File: src/rtl/ex_mem_skid_reg.sv
// EX->MEM pipeline-stage register with a two-entry skid buffer, valid/ready handshake,
// flush, squashable control bundle and a saturating backpressure counter.
module ex_mem_skid_reg #(
   parameter int DATA_W = 170,
   parameter int CTRL_W = 4,
   parameter int CNT_W  = 16
) (
   input  logic              clk_i,
   input  logic              rst_i,
   input  logic              flush_i,
   input  logic              in_valid_i,
   output logic              in_ready_o,
   input  logic [DATA_W-1:0] in_data_i,
   input  logic [CTRL_W-1:0] in_ctrl_i,
   output logic              out_valid_o,
   input  logic              out_ready_i,
   output logic [DATA_W-1:0] out_data_o,
   output logic [CTRL_W-1:0] out_ctrl_o,
   output logic [1:0]        occupancy_o,
   output logic [CNT_W-1:0]  stall_cnt_o,
   input  logic              stall_clr_i
);

   typedef enum logic [1:0] {
      ST_EMPTY = 2'd0,
      ST_FULL  = 2'd1,
      ST_SKID  = 2'd2
   } state_t;

   state_t            state_q;
   state_t            state_d;
   logic [DATA_W-1:0] m_data_q;
   logic [CTRL_W-1:0] m_ctrl_q;
   logic [DATA_W-1:0] s_data_q;
   logic [CTRL_W-1:0] s_ctrl_q;
   logic              in_ready_q;
   logic              out_valid_q;
   logic [1:0]        occ_q;
   logic [1:0]        occ_d;
   logic [CNT_W-1:0]  stall_cnt_q;
   logic              in_fire;
   logic              out_fire;
   logic              load_m_in;
   logic              load_m_skid;
   logic              load_s;

   assign in_fire  = in_valid_i & in_ready_q;
   assign out_fire = out_valid_q & out_ready_i;

   always_comb begin
      state_d     = state_q;
      load_m_in   = 1'b0;
      load_m_skid = 1'b0;
      load_s      = 1'b0;
      occ_d       = 2'd0;
      if (flush_i) begin
         state_d = ST_EMPTY;
      end else begin
         case (state_q)
            ST_EMPTY: begin
               if (in_fire) begin
                  state_d   = ST_FULL;
                  load_m_in = 1'b1;
               end
            end
            ST_FULL: begin
               if (in_fire && out_fire) begin
                  load_m_in = 1'b1;
               end else if (in_fire) begin
                  state_d = ST_SKID;
                  load_s  = 1'b1;
               end else if (out_fire) begin
                  state_d = ST_EMPTY;
               end
            end
            ST_SKID: begin
               if (out_fire) begin
                  state_d     = ST_FULL;
                  load_m_skid = 1'b1;
               end
            end
            default: state_d = ST_EMPTY;
         endcase
      end
      case (state_d)
         ST_FULL: occ_d = 2'd1;
         ST_SKID: occ_d = 2'd2;
         default: occ_d = 2'd0;
      endcase
   end

   // Handshake flags and control are precomputed from the next state so every
   // output leaves straight from a flop; control is squashed on entry to EMPTY.
   always_ff @(posedge clk_i) begin
      if (rst_i) begin
         state_q     <= ST_EMPTY;
         m_data_q    <= '0;
         m_ctrl_q    <= '0;
         s_data_q    <= '0;
         s_ctrl_q    <= '0;
         in_ready_q  <= 1'b1;
         out_valid_q <= 1'b0;
         occ_q       <= 2'd0;
      end else begin
         state_q     <= state_d;
         in_ready_q  <= (state_d != ST_SKID);
         out_valid_q <= (state_d != ST_EMPTY);
         occ_q       <= occ_d;
         if (load_m_in) begin
            m_data_q <= in_data_i;
         end else if (load_m_skid) begin
            m_data_q <= s_data_q;
         end
         if (state_d == ST_EMPTY) begin
            m_ctrl_q <= '0;
         end else if (load_m_in) begin
            m_ctrl_q <= in_ctrl_i;
         end else if (load_m_skid) begin
            m_ctrl_q <= s_ctrl_q;
         end
         if (load_s) begin
            s_data_q <= in_data_i;
            s_ctrl_q <= in_ctrl_i;
         end
      end
   end

   always_ff @(posedge clk_i) begin
      if (rst_i || stall_clr_i) begin
         stall_cnt_q <= '0;
      end else if (out_valid_q && !out_ready_i && (stall_cnt_q != {CNT_W{1'b1}})) begin
         stall_cnt_q <= stall_cnt_q + CNT_W'(1);
      end
   end

   assign in_ready_o  = in_ready_q;
   assign out_valid_o = out_valid_q;
   assign out_data_o  = m_data_q;
   assign out_ctrl_o  = m_ctrl_q;
   assign occupancy_o = occ_q;
   assign stall_cnt_o = stall_cnt_q;

endmodule

File: config.mk
export PLATFORM = sky130hd
export DESIGN_NAME = ex_mem_skid_reg
export DESIGN_NICKNAME = d
export VERILOG_FILES = /design/src/rtl/ex_mem_skid_reg.sv
export SDC_FILE = /design/constraint.sdc
export NUM_CORES = 1
export LEC_CHECK = 0
export ABC_AREA = 0
export CAP_MARGIN = 20
export CORE_MARGIN = 5
export CORE_UTILIZATION = 40
export DETAILED_ROUTE_END_ITERATION = 10
export GPL_TIMING_DRIVEN = 1
export PLACE_DENSITY = 0.79
export RECOVER_POWER = 25
export SLEW_MARGIN = 10
export SYNTH_ARGS = -nofsm -noshare
export SYNTH_HDL_FRONTEND = slang
export SYNTH_SLANG_ARGS = --single-unit
File: constraint.sdc
create_clock -name clk_i -period 3.6 [get_ports clk_i]
set_clock_uncertainty 0.15 [all_clocks]
set_input_delay 1.08 -clock clk_i [delete_from_list [all_inputs] [get_ports clk_i]]
set_output_delay 1.08 -clock clk_i [all_outputs]
set_load 0.03 [all_outputs]
# [Yosys cells after proc, flatten, opt, wreduce, memory -nomap -nowiden]
# Cells that the tools add are included.
[word_totals] reg_bits=370 in_bits=180 out_inout_bits=194 word_cells=50
[op_classes] addsub=1 eq_ne=6 muxes=22 bitwise=2 reduce_logical=10
[op_table] operator="170-bit 2-to-1 mux" n=2
[op_table] operator="16-bit by 1-bit adder with 16-bit output (second input constant)" n=1
[op_table] operator="16-bit inequality test (second input constant)" n=1
[op_table] operator="2-bit 2-to-1 mux" n=6
[op_table] operator="1-bit 2-to-1 mux" n=9
[op_table] operator="4-bit 2-to-1 mux" n=2
[op_table] operator="2-bit one-hot mux with 3 select lines" n=1
[op_table] operator="2-bit by 1-bit equality test with 1-bit output (second input constant)" n=2
[op_table] operator="2-bit equality test (second input constant)" n=2
[op_table] operator="2-bit zero test" n=2
[op_table] operator="2-bit one-hot mux with 2 select lines" n=1
[op_table] operator="2-bit nonzero test" n=2
[op_table] operator="1-bit logical AND" n=3
[op_table] operator="1-bit bitwise AND" n=2
[op_table] operator="2-bit inequality test (second input constant)" n=1
[op_table] operator="1-bit one-hot mux with 2 select lines" n=1
[op_table] operator="2-bit OR reduction" n=1
[op_table] operator="1-bit zero test" n=1
[op_table] operator="1-bit logical OR" n=1

# [Longest topological paths before layout]
[depth] word_depth=8 ltp_mapped=7 depth_no_buf=5

# [Worst setup path after synthesis]
# OpenSTA, ideal clock, no wires.
[synth_path] path_type="input to register" start="input port in_valid_i" end="register m_data_q[161] (netlist: out_data_o[161])" setup_ns=0.143 arrival_ns=2.302 required_ns=3.307 slack_ns=1.005 path_stages=7 n_path_buf=3 cell_sequence="nand2_1 or4_1 buf_2 buf_2 clkbuf_1 nor2_1 a211oi_2"
[synth_via] elab_chain_len=6 word_cells_on_any_way=8 classes_between="mux: 5; bitwise: 1; reduce/logical: 2"
[synth_rtl] element="from (decl)" line_no="11" source="input logic in_valid_i,"
[synth_rtl] element="1-bit bitwise AND *" line_no="47" source="assign in_fire = in_valid_i & in_ready_q;"
[synth_rtl] element="1-bit logical AND" line_no="67" source="if (in_fire && out_fire) begin"
[synth_rtl] element="1-bit 2-to-1 mux" line_no="67"
[synth_rtl] element="1-bit one-hot mux with 2 select lines *" line_no="59" source="case (state_q)"
[synth_rtl] element="1-bit 2-to-1 mux *" line_no="56" source="if (flush_i) begin"
[synth_rtl] element="170-bit 2-to-1 mux or 2-bit nonzero test (tied branches)"
[synth_rtl] element="to (signal assigned)" line_no="110" source="m_data_q <= in_data_i;"
[synth_rtl] element="to (signal assigned)" line_no="112" source="m_data_q <= s_data_q;"
[synth_rtl] element="to (decl)" line_no="32" source="logic [DATA_W-1:0] m_data_q;"
# Every way passes the cells marked *; elsewhere a longest branch is shown, timed or not.
# A chain may end at the register's enable or synchronous reset.

# [Worst setup path after layout]
[layout_path] start="input port out_ready_i" end="register s_data_q[37]"
[layout_via] elab_chain_len=5
[layout_rtl] element="from (decl)" line_no="16" source="input logic out_ready_i,"
[layout_rtl] element="1-bit bitwise AND" line_no="48" source="assign out_fire = out_valid_q & out_ready_i;"
[layout_rtl] element="1-bit logical AND" line_no="67"
[layout_rtl] element="1-bit 2-to-1 mux" line_no="67"
[layout_rtl] element="1-bit 2-to-1 mux" line_no="59"
[layout_rtl] element="1-bit 2-to-1 mux" line_no="56"
[layout_rtl] element="to (signal assigned)" line_no="122" source="s_data_q <= in_data_i;"
[layout_rtl] element="to (decl)" line_no="34" source="logic [DATA_W-1:0] s_data_q;"
# No other way between the ends.

==> key figures <==
Outcome
  • Status: complete, no violations

Floorplan
  • Core area: 36350 µm²
  • Row count: 70
  • Die height: 201.1 µm
  • Full die area: 40440 µm²
  • Die width: 201.1 µm
  • Ports: 374
  • Initial Util: 40.19%

Logic synthesis
  • Main synth FF type: dfxtp_1
  • Net count after synthesis: 1835
  • #FFs+latches synth: 370
  • Netlist cell types: 40
  • Number of synthesized flops with an enable pin: 0
  • Sequential element share of the synthesized area: 50.71%
  • Total number of yosys warnings: 0
  • Cells after synthesis: 1654
  • Cell Area, Synth: 14610 µm²
  • Async set-or-reset flop fraction in the synthesized netlist: 0%
  • Avg Inst Size Synth: 8.831 µm²

Power
  • VDD IR max: 0.4100 mV
  • P_sw: 2457 µW
  • Power density cells: 503.7 nW/µm²
  • Overall power: 10160 µW
  • Clock share of power: 44.7%
  • P_leak: 0.006628 µW
  • Sw frac: 24.18%
  • Design internal power: 7704 µW
  • Flop pwr share: 43.0%
  • Combinational share of power: 12.3%

Setup path
  • R2R setup slack: 1.23 ns
  • Crit. End Element: register
  • Critical-path maximum fanout: 45
  • RR Endpoint: out_data_o[77]
  • CP cell instances: dlygate4sd3_1 -> a21bo_2 -> nor4_1 -> clkbuf_1 -> buf_12 -> nand2_1 -> a21oi_1
  • Critical path's largest stage delay: 0.59 ns
  • Worst R2R Path Depth: 5
  • Crit start category: primary input
  • Critical path type: in2reg
  • Reg2Reg Launch Point: state_q[0]
  • Worst path required time: 3.90 ns
  • Critical Path AT: 3.44 ns
  • Critical-path top delay cell: dlygate4sd3_1

GRT
  • Overall Global Routing Usage: 20.05%
  • Vias in the first global route: 13080
  • Congestion Overflow GR: 0
  • Largest net degree at the start of global routing: 191
  • First-pass GRT wire length: 68.59 mm
  • Initial antenna violation count: 1

Drt
  • First drt pass iteration count: 6
  • WL final: 42.87 mm
  • DRC: 0
  • Via density: 5.336
  • Total number of vias: 13130
  • 1st-iter DRT viols: 597
  • Post-route ant nets: 0
  • Avg WL per Cell: 17.43 µm

STA
  • Tcrit/Tclk final: 87.10%
  • Setup TNS: 0 ns
  • Fmax: 318.9 MHz
  • Min Tclk post-route: 3.136 ns
  • Final setup fails: 0
  • Worst Tran Pin Value: 1.498 ns
  • Pins over their slew limit: 0
  • Final hold vios: 0
  • Rel. slew slack: 0.1604%
  • Unrepaired setup endpoints after global routing: no

Place
  • Port bufs: 373
  • Hpwl dp: 27.89 mm
  • Placer congestion estimate: 0.8322

Cells and area
  • Most common cell after layout, fill and taps aside: clkdlybuf4s50_1
  • Most frequent cells in the layout: clkdlybuf4s50_1 (371), dfxtp_1 (370), nand2_1 (356)
  • Area growth syn-to-layout: 38.10%
  • Final Net Count: 2143
  • Share of layout cells above drive strength 1: 5.625%

CTS
  • Post-CTS Resized: 0
  • Cts bufs inserted: 40
  • CTS Sinks: 370
  • Hold Buf Count CTS: 0
  • Setup Fix Bufs, Post-CTS: 0
  • CTS tree: yes
  • Clock Latency Late Sink: 0.53 ns
  • Max clock buf depth: 3
  • CTS Root Cell: clkbuf_16
  • Clock slew at reported path FFs: 0.06 ns
  • H-Tree Depth: 2

Run
  • Max_cap viols: 0

Min path
  • Hold_sp: s_data_q[102]
  • Hold path depth: 2
  • Worst hold path type: reg2reg
  • Hold EP: s_data_q[102]
-- through the flow --
| step | util (%) | instance area, µm² | setup slack, ns | std cells | hold slack, ns |
|---|---|---|---|---|---|
| 4_1_cts | 55.57 | 20200 | 0.6261 | 2458 | 0.3038 |
| 3_3_place_gp | 51.51 | 18720 | 0.3743 | 2387 | 0.2908 |
| 2_1_floorplan | - | 14610 | 1.005 | 1654 | 0.2860 |
| 6_report | 55.50 | 20170 | 0.4644 | 2460 | 0.3029 |
| 3_5_place_dp | 51.51 | 18720 | 0.3161 | 2387 | 0.2961 |
| 5_1_grt | 55.50 | 20170 | 0.3195 | 2460 | 0.3241 |
-- routing by layer --
metal / share of wire [%] / vias up / track usage [%]
li1: - / 6333 / -
met1: 41 / 6254 / 24.49
met2: 48 / 445 / 33.76
met3: 8.5 / 94 / 6.189
met4: 3.1 / 0 / 6.760
met5: 0 / - / 0
-- cells in the mapped netlist, types with 3 or more instances --
master / number / area share, %
dfxtp_1: 370 / 51
nand2_1: 356 / 9.1
a21oi_1: 186 / 6.4
nor2_1: 182 / 4.7
mux2i_1: 177 / 12
a211oi_1: 165 / 8.5
clkbuf_1: 79 / 2.0
buf_2: 42 / 1.4
buf_4: 17 / 0.87
a211oi_2: 10 / 0.86
or4_1: 7 / 0.36
o21ai_0: 6 / 0.21
or3_1: 6 / 0.26
nand3_1: 5 / 0.17
o31ai_1: 5 / 0.26
inv_1: 4 / 0.10
nand4_1: 4 / 0.17
and2_1: 3 / 0.13
and3b_1: 3 / 0.18
and4_1: 3 / 0.18
nor3_1: 3 / 0.10
o21ai_1: 3 / 0.10
-- worst max-delay path: cells and delay by family --
kind                   cells  cell delay (ns)
buffers and inverters      3             1.25
AO/OA/AOI/OAI              2             0.42
AND/OR/NAND/NOR            2             0.63
-- state kept, by name (all words and copies together), names as in the netlist --
name	count
state_q	2
s_ctrl_q	4
stall_cnt_o	16
s_data_q	170
out_data_o	170
out_valid_o	1
in_ready_o	1
occupancy_o	2
out_ctrl_o	4
-- logic make-up after synthesis --
logic type / Yosys count / synth area share, %
buf+inv: 143 / 4.523
simple gates: 580 / 15.81
mux: 177 / 12.13
fa+ha+maj: 1 / 0.08565
compound gates: 383 / 16.74
flops: 370 / 50.71
-- layout make-up --
cell class / count / area [µm²]
inverter: 4 / 15.01
tap: 468 / 585.6
fill: 3064 / 16180
clock buffer: 57 / 1196
sequential: 370 / 7407
multi-input combinational: 1141 / 6546
antenna: 1 / 2.502
clock inverter: 14 / 279.0
timing repair buffer: 405 / 4140
-- power by group through the flow --
| stage | registers (µW) | logic (µW) | clock network, µW |
|---|---|---|---|
| after global placement | 4440 | 1230 | 0 |
| after detailed placement | 4450 | 1250 | 0 |
| after global routing | 4380 | 1330 | 4800 |
| final | 4360 | 1250 | 4540 |
| after CTS | 4360 | 1260 | 4630 |
| after floorplan | 4700 | 362 | 0 |
-- how the worst max path moves through the flow --
stage | slack [ns] | end | startpoint | depth (start not counted)
after floorplan | 1.00 | out_data_o[161] | in_valid_i | 7
after global placement | 0.37 | out_data_o[68] | in_valid_i | 6
after detailed placement | 0.32 | out_data_o[43] | in_valid_i | 5
after CTS | 0.63 | stall_cnt_o[2] | stall_cnt_o[2] | 1
after global routing | 0.32 | out_data_o[90] | out_ready_i | 6
final | 0.46 | s_data_q[37] | out_ready_i | 7
Note: power is estimated with default switching activity, not from simulation.
